File: src/rtl/ldtu_data_encoder_if.sv
// Sample-in / word-out bundle for ldtu_data_encoder.
// master: the surrounding logic (sample source, serializer, monitoring).
// slave : the encoder itself.
// Ports grouped here:
//   sample_valid, DATA_to_enc[12:0], baseline_flag, flush  -> encoder
//   DATA_32[31:0], word_valid, fifo_full, overflow          <- encoder
//   word_ready                                              -> encoder
//   ovf_cnt[7:0] (only with LDTU_ENC_OVF_CNT_EN)            <- encoder
interface ldtu_data_encoder_if;
  logic        sample_valid;
  logic [12:0] DATA_to_enc;
  logic        baseline_flag;
  logic        flush;
  logic [31:0] DATA_32;
  logic        word_valid;
  logic        word_ready;
  logic        fifo_full;
  logic        overflow;
`ifdef LDTU_ENC_OVF_CNT_EN
  logic [7:0]  ovf_cnt;
`endif

  modport master (
    output sample_valid, DATA_to_enc, baseline_flag, flush, word_ready,
    input  DATA_32, word_valid, fifo_full, overflow
`ifdef LDTU_ENC_OVF_CNT_EN
    , input ovf_cnt
`endif
  );

  modport slave (
    input  sample_valid, DATA_to_enc, baseline_flag, flush, word_ready,
    output DATA_32, word_valid, fifo_full, overflow
`ifdef LDTU_ENC_OVF_CNT_EN
    , output ovf_cnt
`endif
  );
endinterface

File: src/rtl/ldtu_data_encoder.sv
// Packs baseline (5x6b) / signal (2x13b) samples into 32-bit words, buffered in an output FIFO.
// Latency: word written at the edge accepting its completing sample; visible right after (FWFT).
// Backpressure: word_valid/word_ready; pushes into a full FIFO without a pop are dropped (overflow).
// Ports: CLK, reset (async, active-low), bus (ldtu_data_encoder_if.slave).
// Optional macro LDTU_ENC_OVF_CNT_EN: adds bus.ovf_cnt, a saturating count of dropped words.
module ldtu_data_encoder #(
  parameter int unsigned OFIFO_DEPTH = 8,
  parameter logic [31:0] IDLE_WORD   = 32'hEAAAAAAA
) (
  input logic               CLK,
  input logic               reset,
  ldtu_data_encoder_if.slave bus
);
  localparam int unsigned AW = $clog2(OFIFO_DEPTH);

  typedef enum logic [1:0] {S_IDLE, S_BASE, S_SIG} state_t;

  state_t      state, state_nxt, a_state;
  logic [2:0]  cnt, cnt_nxt, a_cnt;
  logic [23:0] acc, acc_nxt, a_acc;
  logic [12:0] hold, hold_nxt, a_hold;
  logic        flush_pend, flush_pend_nxt, flush_any;
  logic        smp_push;
  logic        push_vld;
  logic [31:0] push_dat;

  assign flush_any = bus.flush | flush_pend;

  // State register
  always_ff @(posedge CLK or negedge reset) begin
    if (!reset) begin
      state      <= S_IDLE;
      cnt        <= '0;
      acc        <= '0;
      hold       <= '0;
      flush_pend <= 1'b0;
    end else begin
      state      <= state_nxt;
      cnt        <= cnt_nxt;
      acc        <= acc_nxt;
      hold       <= hold_nxt;
      flush_pend <= flush_pend_nxt;
    end
  end

  // Next state: absorb the sample first (a_*), then apply flush on top of that.
  always_comb begin
    a_state  = state;
    a_cnt    = cnt;
    a_acc    = acc;
    a_hold   = hold;
    smp_push = 1'b0;
    if (bus.sample_valid) begin
      unique case (state)
        S_IDLE: begin
          if (bus.baseline_flag) begin
            a_state = S_BASE;
            a_cnt   = 3'd1;
            a_acc   = {18'd0, bus.DATA_to_enc[5:0]};
          end else begin
            a_state = S_SIG;
            a_hold  = bus.DATA_to_enc;
          end
        end
        S_BASE: begin
          if (bus.baseline_flag && cnt != 3'd4) begin
            a_cnt = cnt + 3'd1;
            a_acc = acc | (24'(bus.DATA_to_enc[5:0]) << (6 * cnt));
          end else if (bus.baseline_flag) begin
            smp_push = 1'b1;
            a_state  = S_IDLE;
            a_cnt    = '0;
            a_acc    = '0;
          end else begin
            smp_push = 1'b1;
            a_state  = S_SIG;
            a_cnt    = '0;
            a_acc    = '0;
            a_hold   = bus.DATA_to_enc;
          end
        end
        S_SIG: begin
          smp_push = 1'b1;
          a_hold   = '0;
          if (bus.baseline_flag) begin
            a_state = S_BASE;
            a_cnt   = 3'd1;
            a_acc   = {18'd0, bus.DATA_to_enc[5:0]};
          end else begin
            a_state = S_IDLE;
          end
        end
        default: a_state = S_IDLE;
      endcase
    end

    state_nxt      = a_state;
    cnt_nxt        = a_cnt;
    acc_nxt        = a_acc;
    hold_nxt       = a_hold;
    flush_pend_nxt = 1'b0;
    // Only one word per cycle: if the sample already produced one, the partial waits a cycle.
    if (flush_any && a_state != S_IDLE) begin
      if (smp_push) begin
        flush_pend_nxt = 1'b1;
      end else begin
        state_nxt = S_IDLE;
        cnt_nxt   = '0;
        acc_nxt   = '0;
        hold_nxt  = '0;
      end
    end
  end

  // Output: the word pushed this cycle
  always_comb begin
    push_vld = 1'b0;
    push_dat = '0;
    if (bus.sample_valid) begin
      unique case (state)
        S_BASE: begin
          if (!bus.baseline_flag) begin
            push_vld = 1'b1;
            push_dat = {4'b0010, cnt, 1'b0, acc};
          end else if (cnt == 3'd4) begin
            push_vld = 1'b1;
            push_dat = {2'b01, bus.DATA_to_enc[5:0], acc};
          end
        end
        S_SIG: begin
          push_vld = 1'b1;
          push_dat = bus.baseline_flag ? {6'b101011, 13'd0, hold}
                                       : {6'b101010, bus.DATA_to_enc, hold};
        end
        default: ;
      endcase
    end
    if (!smp_push && flush_any) begin
      unique case (a_state)
        S_BASE: begin
          push_vld = 1'b1;
          push_dat = {4'b0010, a_cnt, 1'b0, a_acc};
        end
        S_SIG: begin
          push_vld = 1'b1;
          push_dat = {6'b101011, 13'd0, a_hold};
        end
        default: ;
      endcase
    end
  end

  // Output FIFO (first-word fall-through)
  logic [31:0]   mem [OFIFO_DEPTH];
  logic [AW-1:0] wr_ptr, rd_ptr;
  logic [AW:0]   count;
  logic          fifo_empty, full, pop, wr_en, drop;
  logic          overflow_q;

  assign fifo_empty = (count == '0);
  assign full       = (count == (AW+1)'(OFIFO_DEPTH));
  assign pop        = bus.word_valid & bus.word_ready;
  // A pop in the same cycle frees the slot, so a full FIFO still accepts the push.
  assign wr_en      = push_vld & (~full | pop);
  assign drop       = push_vld & full & ~pop;

  always_ff @(posedge CLK) begin
    if (wr_en) mem[wr_ptr] <= push_dat;
  end

  always_ff @(posedge CLK or negedge reset) begin
    if (!reset) begin
      wr_ptr     <= '0;
      rd_ptr     <= '0;
      count      <= '0;
      overflow_q <= 1'b0;
    end else begin
      if (wr_en) wr_ptr <= wr_ptr + 1'b1;
      if (pop)   rd_ptr <= rd_ptr + 1'b1;
      unique case ({wr_en, pop})
        2'b10:   count <= count + 1'b1;
        2'b01:   count <= count - 1'b1;
        default: count <= count;
      endcase
      if (drop) overflow_q <= 1'b1;
    end
  end

  assign bus.DATA_32    = fifo_empty ? IDLE_WORD : mem[rd_ptr];
  assign bus.word_valid = ~fifo_empty;
  assign bus.fifo_full  = full;
  assign bus.overflow   = overflow_q;

`ifdef LDTU_ENC_OVF_CNT_EN
  logic [7:0] ovf_q;
  always_ff @(posedge CLK or negedge reset) begin
    if (!reset)                      ovf_q <= '0;
    else if (drop && ovf_q != 8'hFF) ovf_q <= ovf_q + 8'd1;
  end
  assign bus.ovf_cnt = ovf_q;
`endif
endmodule

File: src/flat_wrapper.sv
// flat-port wrapper written by rule: the top's interface ports become plain ports
module ldtu_data_encoder_flat 
#(
  parameter int unsigned OFIFO_DEPTH = 8,
  parameter logic [31:0] IDLE_WORD   = 32'hEAAAAAAA
)
  (CLK, reset, bus_sample_valid, bus_DATA_to_enc, bus_baseline_flag, bus_flush, bus_word_ready, bus_DATA_32, bus_word_valid, bus_fifo_full, bus_overflow);
  ldtu_data_encoder_if bus_i ();
  input logic CLK;
  input logic reset;
  input wire logic [$bits(bus_i.sample_valid)-1:0] bus_sample_valid;
  input wire logic [$bits(bus_i.DATA_to_enc)-1:0] bus_DATA_to_enc;
  input wire logic [$bits(bus_i.baseline_flag)-1:0] bus_baseline_flag;
  input wire logic [$bits(bus_i.flush)-1:0] bus_flush;
  input wire logic [$bits(bus_i.word_ready)-1:0] bus_word_ready;
  output wire logic [$bits(bus_i.DATA_32)-1:0] bus_DATA_32;
  output wire logic [$bits(bus_i.word_valid)-1:0] bus_word_valid;
  output wire logic [$bits(bus_i.fifo_full)-1:0] bus_fifo_full;
  output wire logic [$bits(bus_i.overflow)-1:0] bus_overflow;
  assign bus_i.sample_valid = bus_sample_valid;
  assign bus_i.DATA_to_enc = bus_DATA_to_enc;
  assign bus_i.baseline_flag = bus_baseline_flag;
  assign bus_i.flush = bus_flush;
  assign bus_i.word_ready = bus_word_ready;
  assign bus_DATA_32 = bus_i.DATA_32;
  assign bus_word_valid = bus_i.word_valid;
  assign bus_fifo_full = bus_i.fifo_full;
  assign bus_overflow = bus_i.overflow;
  ldtu_data_encoder #(.OFIFO_DEPTH(OFIFO_DEPTH), .IDLE_WORD(IDLE_WORD)) u_core (.CLK(CLK), .reset(reset), .bus(bus_i));
endmodule
File: config.mk
export PLATFORM = sky130hd
export DESIGN_NAME = ldtu_data_encoder_flat
export DESIGN_NICKNAME = d
export VERILOG_FILES = /design/src/rtl/ldtu_data_encoder_if.sv /design/src/rtl/ldtu_data_encoder.sv /design/src/flat_wrapper.sv
export SDC_FILE = /design/constraint.sdc
export NUM_CORES = 1
export LEC_CHECK = 0
export ABC_AREA = 0
export CAP_MARGIN = 40
export CORE_MARGIN = 5
export CORE_UTILIZATION = 40
export DETAILED_ROUTE_END_ITERATION = 16
export PLACE_DENSITY_LB_ADDON = 0.08
export SLEW_MARGIN = 40
export SYNTH_ARGS = -nofsm -noshare
export SYNTH_HDL_FRONTEND = slang
export SYNTH_SLANG_ARGS = --single-unit
File: constraint.sdc
create_clock -name CLK -period 6.85 [get_ports CLK]
set_input_delay 1.7125 -clock CLK [delete_from_list [all_inputs] [get_ports CLK]]
set_output_delay 1.7125 -clock CLK [all_outputs]
set_load 0.01 [all_outputs]
Word-level counts from Yosys, hierarchy flattened

Memory sizes are Yosys's and may differ from the RTL's.
Index checks and enable logic that the tools add are counted.

Add/subtract/negate cells: 5
$mul: 1
Eq/ne operators: 9
Shifts and indexed selects: 1
Mux-type cells: 48
Bitwise logic cells: 10
Reduce and logical (&&, ||, !) cells: 10

Operator list:

| operator              | number |
|---|---|
| $mux W32              | 4 |
| $pmux W32 S2          | 2 |
| $mux W24              | 5 |
| $mux W13              | 5 |
| $pmux W24 S2          | 1 |
| $pmux W13 S3          | 1 |
| $mux W31              | 1 |
| $mux W27              | 1 |
| $or A24 B24 Y24       | 1 |
| $shl A6 B6 Y24        | 1 |
| $mux W3               | 5 |
| $mux W1               | 12 |
| $mux W2               | 6 |
| $add A3 B1 Y3 const B | 3 |
| $pmux W4 S2           | 1 |
| $eq A2 B1 Y1 const B  | 3 |
| $eq A2 B2 Y1 const B  | 3 |
| $pmux W2 S3           | 1 |
| $pmux W3 S2           | 1 |
| $mul A2 B3 Y5 const A | 1 |
| $add A4 B1 Y4 const B | 1 |
| $and A1 B1 Y1         | 4 |
| $eq A4 B4 Y1 const B  | 1 |
| $logic_not A4 Y1      | 1 |
| other kinds (11)      | 19 |

Register bits after elaboration: 54
RAM bits: 256
Input bits: 19
Output and inout port bits: 35
Word-level logic and storage cells: 94
Memories: 1

Memories:

| memory     | depth | width | read ports | clocked after Yosys merged registers in | wr ports | line                     | text |
|---|---|---|---|---|---|---|---|
| u_core.mem | 8     | 32    | 1          | 0                                       | 1        | ldtu_data_encoder.sv:154 | `logic [31:0] mem [OFIFO_DEPTH];` |

Longest topological paths before layout

Word-level depth: 12
Mapped depth: 19

Worst setup path before layout

Ideal clock, no wire load.

Path kind: input port to flip-flop
From: input bus_baseline_flag
To: memory u_core.mem[1][0], enable pin
Data arrival time: 6.849 ns
Path slack: -0.512 ns
Stages on the path: 11
Path buffers: 2
Cell sequence: buf_2 -> and2_1 -> buf_2 -> nand2_1 -> o21ai_0 -> a2bb2oi_1 -> inv_1 -> ha_1 -> or2_1 -> a21o_1 -> nor4b_1

Word-level cells in the longest chain between the ends: 11
Elaborated cells on any way between the ends: 23
Classes of those cells: eq/ne: 2; mux: 16; bitwise: 1; reduce/logical: 4

Ends and longest elaborated chain:

| item                                           | line                                             | text |
|---|---|---|
| start, declared                                | flat_wrapper.sv:13                               | `input wire logic [$bits(bus_i.baseline_flag)-1:0] bus_baseline_flag;` |
| $mux W2 or $logic_and A1 B1 Y1 (tied branches) | ldtu_data_encoder.sv:69, ldtu_data_encoder.sv:66 |  |
| $mux W2                                        | ldtu_data_encoder.sv:66                          | `if (bus.baseline_flag && cnt != 3'd4) begin` |
| $pmux W2 S3                                    | ldtu_data_encoder.sv:54                          | `unique case (state)` |
| $mux W2                                        | ldtu_data_encoder.sv:53                          | `if (bus.sample_valid) begin` |
| $eq A2 B1 Y1 or $eq A2 B2 Y1 (tied branches)   | ldtu_data_encoder.sv:139                         | `unique case (a_state)` |
| $reduce_or A2 Y1 (no source line)              | -                                                |  |
| $mux W1                                        | ldtu_data_encoder.sv:139                         |  |
| $mux W1 *                                      | ldtu_data_encoder.sv:138                         | `if (!smp_push && flush_any) begin` |
| $and A1 B1 Y1 *                                | ldtu_data_encoder.sv:164                         | `assign wr_en = push_vld & (~full \| pop);` |
| $mux W1 *                                      | ldtu_data_encoder.sv:168                         | `if (wr_en) mem[wr_ptr] <= push_dat;` |
| $mux W1 (implied by the code) *                | ldtu_data_encoder.sv:168                         |  |
| end, declared                                  | ldtu_data_encoder.sv:154                         |  |

Mark *: on every way between the ends. The rest lies on a longest branch, timed or not.

Final worst setup path

From: register u_core.rd_ptr[0]
To: output bus_DATA_32[12]

Word-level cells in the longest chain between the ends: 2

Ends and longest elaborated chain:

| item                   | line                     | text |
|---|---|---|
| start, declared        | ldtu_data_encoder.sv:155 | `logic [AW-1:0] wr_ptr, rd_ptr;` |
| start signal, assigned | ldtu_data_encoder.sv:179 | `if (pop) rd_ptr <= rd_ptr + 1'b1;` |
| $mem_v2 Z8 W32         | -                        |  |
| $mux W32               | ldtu_data_encoder.sv:189 | `assign bus.DATA_32 = fifo_empty ? IDLE_WORD : mem[rd_ptr];` |
| end, declared          | flat_wrapper.sv:16       | `output wire logic [$bits(bus_i.DATA_32)-1:0] bus_DATA_32;` |

No other way between the ends.

==> impl_metrics.ini <==
[sta]
fmax_mhz = 200
finalHoldViolCount = 0
slew_viol_final = 0
max_slew_margin_pct = 42.9
finalCriticalPeriod_ps = 5000
worst_slack_ps = 1850
final.setup.tns_ps = 0
setup_viol = 0
finalHoldWorstSlack_ps = 474
worst_pin_slew_ps = 857
rsz0062_at_grt = no
period_share_pct = 72.9
finalClockSkew_ps = 23.8

[clock_network]
cts_tree = done
cts_hold_buffers = 0
cts_setup_buffers = 0
clk_pin_slew_ps = 60
cts-htree-levels = 2
clkLatencyLatePin_ps = 510
clock_sinks = 310
cts_resized = 0
clock_path_buffers = 3
clock-root-buffer = clkbuf_16
cts_buffers = 35

[layout]
layout_commonest_cell = edfxtp_1
finalNetCount = 946
fill_cells = 2889
layout_common_cells = edfxtp_1, mux4_2, nand2_1
synthToLayoutAreaGrowth_pct = 17.5
num_antenna_cells = 0
drive_above_1_share_pct = 19.6
regArea_mm2 = 0.00905
multi_input_area_mm2 = 0.00435

[critical_path]
reg2reg_from = u_core.cnt[0]
max_stage_delay_ps = 780
reg2regPathDepth = 13
cp-end-kind = output port
cp_cell_sequence = buf_12, mux4_2, mux2i_1, nor2_1, clkdlybuf4s50_1
arrival_ps = 3280
critPathKind = reg -> out
r2r_slack_ps = 2690
crit_family = multiplexers
slowest_stage = dfrtp_4
cp_max_fo = 42
timing.rr.end = u_core.mem[6][1]
worstPathRequired_ps = 5140
startpoint_type = register
path_buf_inv = 2

[yosys]
yosys.area_share.simple_pct = 6.54
synth_warnings = 0
synthArstFlopShare_pct = 17.4
synth_edf_count = 256
synthXorXnorAreaFrac_pct = 0.517
synthAdderAreaFrac_pct = 1.59
synth_cell_type_count = 71
syn_nets = 881
ys_seq_area_share_pct = 66.6
yosys_register_bits = 310
synth.mux.area_fraction_pct = 13.8
syn_area_per_cell_um2 = 16.0
synth_compound_area_share_pct = 8.77
synth_flop_cell = edfxtp_1
synth_area_mm2 = 0.0136
synth_top_family_by_area = multiplexers
syn_inst = 846

[worst_hold_path]
hold_path_depth = 1
hold_path_end = u_core.bus.overflow
worstHoldStart = u_core.bus.overflow
hold_path.class = reg -> reg

[routing]
route.vias.total = 8023
drtPass1Iterations = 5
wl_mm = 35.3
drc = 0
ant_nets = 0
vias_per_cell = 5.79
wl_per_cell_um = 25.5
first_iter_violations = 533

[flow_run]
max_cap_violations = 0

[floorplan]
die_area_mm2 = 0.0377
start_util_pct = 40.4
die-width_um = 194
pin_count = 54
die_h_um = 194
placementRows = 67
core_area_mm2 = 0.0335

[global_route]
grt_max_degree = 55
grt_first_pass_wirelength_mm = 53.8
grt_pass1_vias = 8483
grt_usage_pct = 18.6
antenna_found_initial = 0
grt_overflow_total = 0

[placement]
portBuffers = 53
dp_hpwl_mm = 21.8
place_ws_ps = 1410
place_congestion = 0.900

[pwr]
finalPower_w = 0.00626
powerDensity_mw_per_mm2 = 393
vdd_drop_max_mv = 0.437
p_leak_nw = 5.47

[run_status]
status = complete, no violations
## where the power goes
group | switching [W] | internal (W) | total (W)
sequential | 0.000247 | 0.00225 | 0.00249
clock | 0.000734 | 0.00113 | 0.00187
combinational | 0.000937 | 0.000962 | 0.00190
total | 0.00192 | 0.00434 | 0.00626
## synthesized netlist by cell type (3+ instances only)
cell type | count | area (µm²)
a221oi_1 | 3 | 26.3
a31oi_1 | 3 | 18.8
nand2_1 | 61 | 229
buf_2 | 19 | 95.1
o22ai_1 | 13 | 81.3
or3_1 | 3 | 18.8
nand2b_1 | 8 | 50.1
a22o_1 | 12 | 105
nor4_1 | 3 | 18.8
dfrtp_1 | 54 | 1350
xnor2_1 | 6 | 52.6
a22oi_1 | 33 | 248
mux2_2 | 4 | 45.0
a2bb2oi_1 | 3 | 26.3
mux4_2 | 64 | 1440
buf_1 | 8 | 30.0
clkbuf_1 | 24 | 90.1
a21oi_1 | 13 | 65.1
ha_1 | 14 | 175
o221ai_1 | 13 | 114
a21o_1 | 4 | 30.0
nor2_1 | 59 | 221
o21bai_1 | 3 | 22.5
o211ai_1 | 3 | 22.5
nor2b_1 | 7 | 43.8
mux2i_1 | 37 | 370
o31a_1 | 12 | 105
and2_1 | 4 | 25.0
a32oi_1 | 5 | 43.8
nand3_1 | 6 | 30.0
edfxtp_1 | 256 | 7690
nor3_1 | 15 | 75.1
inv_1 | 14 | 52.6
o21ai_0 | 13 | 65.1
## cell type report
| class | count | area share, % |
|---|---|---|
| sequential | 310 | 56.8 |
| multi-input combinational | 468 | 27.3 |
| clock buffer | 43 | 5.88 |
| timing repair buffer | 81 | 4.72 |
| tap | 448 | 3.52 |
| clock inverter | 21 | 1.48 |
| inverter | 15 | 0.353 |
## sequential cells by signal, summed over array words and instances, names as in the netlist
| register | cells |
|---|---|
| u_core.acc | 24 |
| u_core.cnt | 3 |
| u_core.bus.overflow | 1 |
| u_core.wr_ptr | 3 |
| u_core.flush_pend | 1 |
| u_core.hold | 13 |
| u_core.mem | 256 |
| u_core.rd_ptr | 3 |
| u_core.count | 4 |
| u_core.state | 2 |
## per-layer routing
| layer | share of wire (%) | up-vias | GRT usage, % |
|---|---|---|---|
| met5 | 0 | - | 0 |
| met4 | 2.8 | 0 | 5.65 |
| met3 | 4.7 | 58 | 3.16 |
| met2 | 47 | 235 | 29.4 |
| met1 | 46 | 4226 | 26.6 |
| li1 | - | 3504 | - |
## how the worst max path moves through the flow
stage	startpoint	to	slack [ps]	cells past startpoint
2_1_floorplan	bus_baseline_flag	u_core.mem[6][0]	420	12
3_3_place_gp	bus_baseline_flag	u_core.mem[6][26]	1440	13
3_5_place_dp	bus_baseline_flag	u_core.mem[6][26]	1410	13
4_1_cts	u_core.rd_ptr[0]	bus_DATA_32[12]	1790	5
5_1_grt	bus_baseline_flag	u_core.count[3]	1620	17
6_report	u_core.rd_ptr[0]	bus_DATA_32[12]	1850	5
## metrics by stage
stage | area [µm²] | utilization, % | cells
3_5_place_dp | 14700 | 43.9 | 1321
6_report | 15900 | 47.5 | 1386
2_1_floorplan | 13600 | - | 846
5_1_grt | 15900 | 47.5 | 1386
3_3_place_gp | 14700 | 43.9 | 1321
4_1_cts | 15900 | 47.4 | 1385
## cells by family after synthesis
family	Yosys count
buffers and inverters	68
AOI/OAI and AO/OA	154
DFF	310
and+or+nand+nor	184
adders and majority gates	16
muxes	106
xor gates and xnor gates	8
Note: power is estimated with default switching activity, not from simulation.
